File: config.mk
export PLATFORM = sky130hd
export DESIGN_NAME = sram_port_arbiter
export DESIGN_NICKNAME = d
export VERILOG_FILES = /design/src/rtl/sram_pkg.sv /design/src/rtl/rr_arbiter2.sv /design/src/rtl/sram_port_arbiter.sv
export SDC_FILE = /design/constraint.sdc
export NUM_CORES = 1
export LEC_CHECK = 0
export ABC_AREA = 1
export CORE_UTILIZATION = 25
export DETAILED_ROUTE_END_ITERATION = 10
export SLEW_MARGIN = 0
export SYNTH_ARGS = -nofsm -noshare
export SYNTH_HDL_FRONTEND = slang
export SYNTH_SLANG_ARGS = --single-unit
File: constraint.sdc
create_clock -name clk -period 2.7 [get_ports clk]
set_input_delay 0.54 -clock clk [delete_from_list [all_inputs] [get_ports clk]]
set_output_delay 0.54 -clock clk [all_outputs]
set_load 0.01 [all_outputs]
File: src/rtl/sram_pkg.sv
// Shared types and constants for the SRAM port arbiter and its sub-blocks.
// Holds default widths, FSM state encoding, port ids and the read-return tag.
package sram_pkg;

  localparam int SRAM_ADDR_W = 4;
  localparam int SRAM_DATA_W = 8;

  typedef enum logic {
    ST_CLEAR = 1'b0,
    ST_RUN   = 1'b1
  } state_t;

  localparam logic PORT_A = 1'b0;
  localparam logic PORT_B = 1'b1;

  typedef struct packed {
    logic vld;
    logic port;
  } rtag_t;

endpackage

File: src/rtl/rr_arbiter2.sv
// Two-way round-robin arbiter: combinational one-hot grant, last-grant flop updated on any grant.
// Zero-cycle grant; a requester simply waits while the other port holds priority.
module rr_arbiter2
  import sram_pkg::*;
(
  input  logic       clk,
  input  logic       reset_n,
  input  logic       en,
  input  logic [1:0] req,
  output logic [1:0] gnt
);

  logic last_q;

  always_comb begin
    gnt = 2'b00;
    if (en) begin
      if (req[PORT_A] && req[PORT_B]) begin
        gnt = (last_q == PORT_A) ? 2'b10 : 2'b01;
      end else begin
        gnt = req;
      end
    end
  end

  always_ff @(posedge clk or negedge reset_n) begin
    if (!reset_n) begin
      last_q <= PORT_B;
    end else if (|gnt) begin
      last_q <= gnt[PORT_B];
    end
  end

endmodule

File: src/rtl/sram_port_arbiter.sv
// Shares one single-port SRAM between ports A and B (round-robin), tags reads back to their port, zero-fills on reset/clear.
// Grant is same-cycle; read data returns READ_LAT+1 cycles after grant; requesters hold inputs until gnt, no grants while busy.
module sram_port_arbiter
  import sram_pkg::*;
#(
  parameter int                ADDR_W         = SRAM_ADDR_W,
  parameter int                DATA_W         = SRAM_DATA_W,
  parameter int                READ_LAT       = 1,
  parameter bit                CLEAR_ON_RESET = 1'b1,
  parameter logic [DATA_W-1:0] CLEAR_VALUE    = '0
) (
  input  logic              clk,
  input  logic              reset_n,
  input  logic              a_req,
  input  logic              a_we,
  input  logic [ADDR_W-1:0] a_addr,
  input  logic [DATA_W-1:0] a_wdata,
  output logic              a_gnt,
  output logic              a_rvalid,
  output logic [DATA_W-1:0] a_rdata,
  input  logic              b_req,
  input  logic              b_we,
  input  logic [ADDR_W-1:0] b_addr,
  input  logic [DATA_W-1:0] b_wdata,
  output logic              b_gnt,
  output logic              b_rvalid,
  output logic [DATA_W-1:0] b_rdata,
  input  logic              clear_start,
  output logic              busy,
  output logic              ram_ce,
  output logic              ram_oce,
  output logic              ram_wre,
  output logic [ADDR_W-1:0] ram_ad,
  output logic [DATA_W-1:0] ram_din,
  input  logic [DATA_W-1:0] ram_dout,
  output logic              ram_reset
);

  localparam int     DEPTH     = 2 ** ADDR_W;
  localparam state_t RST_STATE = CLEAR_ON_RESET ? ST_CLEAR : ST_RUN;

  state_t                  state_q, state_d;
  logic [ADDR_W-1:0]       cnt_q, cnt_d;
  logic [1:0]              gnt;
  logic                    run_en;
  rtag_t                   tag_in, tag_out;
  rtag_t [READ_LAT-1:0]    pipe_q;

  assign ram_reset = !reset_n;
  assign ram_oce   = 1'b1;

  // Gating with reset_n keeps every RAM-side output quiet while reset is held.
  assign run_en = reset_n && (state_q == ST_RUN);

  rr_arbiter2 u_arb (
    .clk     (clk),
    .reset_n (reset_n),
    .en      (run_en),
    .req     ({b_req, a_req}),
    .gnt     (gnt)
  );

  assign a_gnt = gnt[PORT_A];
  assign b_gnt = gnt[PORT_B];

  always_comb begin
    state_d = state_q;
    cnt_d   = cnt_q;
    busy    = (state_q == ST_CLEAR);
    ram_ce  = 1'b0;
    ram_wre = 1'b0;
    ram_ad  = '0;
    ram_din = '0;
    case (state_q)
      ST_CLEAR: begin
        if (reset_n) begin
          ram_ce  = 1'b1;
          ram_wre = 1'b1;
          ram_ad  = cnt_q;
          ram_din = CLEAR_VALUE;
        end
        cnt_d = cnt_q + 1'b1;
        if (cnt_q == ADDR_W'(DEPTH - 1)) begin
          state_d = ST_RUN;
          cnt_d   = '0;
        end
      end
      ST_RUN: begin
        if (clear_start) begin
          state_d = ST_CLEAR;
        end
        if (gnt[PORT_A]) begin
          ram_ce  = 1'b1;
          ram_wre = a_we;
          ram_ad  = a_addr;
          ram_din = a_wdata;
        end else if (gnt[PORT_B]) begin
          ram_ce  = 1'b1;
          ram_wre = b_we;
          ram_ad  = b_addr;
          ram_din = b_wdata;
        end
      end
      default: state_d = RST_STATE;
    endcase
  end

  always_ff @(posedge clk or negedge reset_n) begin
    if (!reset_n) begin
      state_q <= RST_STATE;
      cnt_q   <= '0;
    end else begin
      state_q <= state_d;
      cnt_q   <= cnt_d;
    end
  end

  // The tag travels alongside the RAM's own read latency so it emerges with valid DOUT.
  assign tag_in.vld  = (gnt[PORT_A] && !a_we) || (gnt[PORT_B] && !b_we);
  assign tag_in.port = gnt[PORT_B];
  assign tag_out     = pipe_q[READ_LAT-1];

  always_ff @(posedge clk or negedge reset_n) begin
    if (!reset_n) begin
      pipe_q <= '0;
    end else begin
      pipe_q[0] <= tag_in;
      for (int i = 1; i < READ_LAT; i++) begin
        pipe_q[i] <= pipe_q[i-1];
      end
    end
  end

  always_ff @(posedge clk or negedge reset_n) begin
    if (!reset_n) begin
      a_rvalid <= 1'b0;
      b_rvalid <= 1'b0;
      a_rdata  <= '0;
      b_rdata  <= '0;
    end else begin
      a_rvalid <= tag_out.vld && (tag_out.port == PORT_A);
      b_rvalid <= tag_out.vld && (tag_out.port == PORT_B);
      if (tag_out.vld && (tag_out.port == PORT_A)) begin
        a_rdata <= ram_dout;
      end
      if (tag_out.vld && (tag_out.port == PORT_B)) begin
        b_rdata <= ram_dout;
      end
    end
  end

endmodule

==> metrics.txt <==
Design Area, Final=roughly 0.0023 sq mm; DRT antenna net count=0; Yosys Warn Count=0; pwr dens=725 mW/mm^2; Die W=76.7 microns; global-route wire length before repair=about 6300 microns; slowest cell on the critical path=clkdlybuf4s50_1; CTS max path bufs=2; max_slew headroom=51.6%; DR WL/cell=12.1 microns; Post-DP Area=0.00225 sq mm; worst stage delay on the critical path=0.56 ns; XOR/XNOR Fraction of Synth Area=0.628%; compound-gate portion of the synthesized area=15.1%; Final Hold Vio Count=0; Routed WL=3790 microns; P_sw=0.592 mW; mux cell area share after synthesis=0%; GP Congestion=0.792; RSZ-0062 raised after global routing=no; Worst Skew=0.00178 ns; nets@finish=284; most frequent cells in the layout=clkdlybuf4s50_1, inv_1, nand2_1; fin util=between 40 and 50%; die area=roughly 0.0059 sq mm; Yosys cell types=25; largest family of logic cells by synthesized area=simple AND/OR/NAND/NOR gates; DRC=0; vias=between 1000 and 1500; share of cells above drive strength 1=15.6%; #FFs+latches synth=26; Critical Path End Type=output pin; Worst-path clk slew=0.08 ns; Clock Latency Late Sink=approximately 0.26 ns; Final setup viols=0; reg-to-reg startpoint=pipe_q[1]; core outline area=0.00524 sq mm; gr usage total=a little over an eighth; initial antenna violation count=0; setup TNS=0 ns; root buffer cell=clkbuf_8; r2r worst-path depth=4; Critical Path RT=2.16 ns; clock network fraction of total power=14.4%; synthesized area=0.00140 sq mm; Cells after Synth=161; initial drt markers=33; total gr overflow=0; largest net degree at the start of global routing=21; Area contributors post-synth=dfrtp_1, o21ai_2, inv_1; post-synth top area share=44.8%; Port Buffers=74; combinational share of power=48.7%; HP Class=input pin to async pin; P&R area growth vs syn=66.0%; outcome=finished, final reports clean; CTS tree=yes; Net Sw Frac=35.2%; Least-Margin Pin Slew=0.727 ns; Cells after DPL=between 300 and 400; Synth Area in Simple Gates=a little under a quarter; maximum achievable frequency=386 MHz; vias in the first global route=approximately 1400; CP Class=input pin to output pin; Post-Syn Nets=201; Tmin final=between 2 and 3 ns; WP data arrival=2.05 ns; sequential share of power=36.9%; Synth Area in Adders=0.897%; max-capacitance violation count=0; Pleak=1.18 nW; CP cell instances=clkdlybuf4s50_1 > inv_1 > nor2_8 > nand3_1 > nand3_1 > clkdlybuf4s50_1; ant diodes=0; commonest non-fill, non-tap cell in the layout=clkdlybuf4s50_1; worst vdd ir=0.471 mV; R2R Setup Slk=1.41 ns; Placement Rows=26; Seq/Total Area, Yosys=a little under half; dpl hpwl=2990 microns; IO Count=76; mean area per synthesized cell=8.67 sq um; final-layout fill cell count=about 530; CTS Hold Buffers Added=0; Cell Count, Final, Fillers Out=313; Worst R2R End=a_rdata[1]; first drt pass iteration count=4; Die Y=approximately 77 microns; Cell Int Power=1.09 mW; fin crit share=96.0%; Startpoint Class=input pin; initial core utilization=26.6%; Final Max Slew Viols=0; maximum fanout along the worst path=7; Num CTS Buffers=3; cell taking the most area after synthesis=dfrtp_1; overall power=between 1.5 and 2 mW; TritonCTS Sinks=26; DR vias/cell=approximately 4.4; Max H-tree Level=1
[repair_timing]
item	4_1_cts	5_1_grt
cloned	0	0
buffers inserted	0	1
resized for setup	9	3
endpoints found under the setup margin	11	5
pin swaps	0	1
[cell type report]
type,instances,area (sq um),area share [%]
inverters,30,113,4.86
multi-input cells,98,578,25.0
well taps,70,87.6,3.78
repair buffers,85,831,35.9
flip-flops and latches,26,652,28.1
clock buffers,4,55.1,2.38
[per-layer routing]
layer | vias to the layer above | GRT usage, % | routed length (microns) | share of wire [%]
met3 | 4 | 2.26 | 103 | 2.7
met1 | 637 | 15.7 | 1700 | 45
met4 | 0 | 3.46 | 48 | 1.3
met5 | - | 0 | 0 | 0
met2 | 28 | 24.3 | 1940 | 51
li1 | 693 | - | - | -
[synth_stat cells, drive strengths merged]
library cell / instances
a21oi: 1
nand3: 14
buf: 6
nand2: 31
ha: 1
conb: 1
xor2: 1
clkbuf: 1
dfstp: 1
nor2: 4
dfrtp: 25
nand3b: 1
o21ai: 29
or2: 1
inv: 30
nand4: 14
[cells by family after synthesis]
kind of cell / after synthesis
flops: 26
compound gates: 30
fa+ha+maj: 1
xor+xnor: 1
other cells: 1
simple gates: 65
buf+inv: 37
[worst max-delay path by stage]
stage | from | end | slack (ns) | depth (start not counted)
2_1_floorplan | a_req | ram_ad[0] | 1.11 | 4
4_1_cts | b_req | ram_din[6] | 0.02 | 5
3_3_place_gp | reset_n | ram_din[1] | -0.02 | 6
3_5_place_dp | reset_n | ram_din[6] | -0.04 | 6
6_report | a_req | ram_ad[1] | 0.11 | 6
5_1_grt | a_req | ram_ad[1] | 0.01 | 6
[power by group through the flow]
stage / Sequential, mW / Clock [mW] / Combinational (mW)
after floorplan: 0.647 / 0 / 0.369
after global placement: 0.622 / 0 / 0.813
after detailed placement: 0.628 / 0 / 0.824
after CTS: 0.621 / 0.256 / 0.821
after global routing: 0.639 / 0.270 / 0.899
final: 0.620 / 0.242 / 0.818
[critical path, delay by kind of cell]
kind          cells  cell delay (ns)
buf+inv           3             1.14
simple gates      3             0.36
[per-stage QoR]
stage / hold slack, ns / worst slack (ns)
6_report: 0.381 / 0.107
5_1_grt: 0.376 / 0.0102
4_1_cts: 0.382 / 0.0202
3_5_place_dp: 0.473 / -0.0408
3_3_place_gp: 0.463 / -0.0186
2_1_floorplan: 0.244 / 1.11
[registers in the layout, indices dropped and copies added, names as in the netlist]
register and count:
b_rvalid 1, u_arb.last_q 1, state_q 1, cnt_q 4
b_rdata 8, pipe_q 2, a_rvalid 1, a_rdata 8
(Power assumes the default switching activity.)
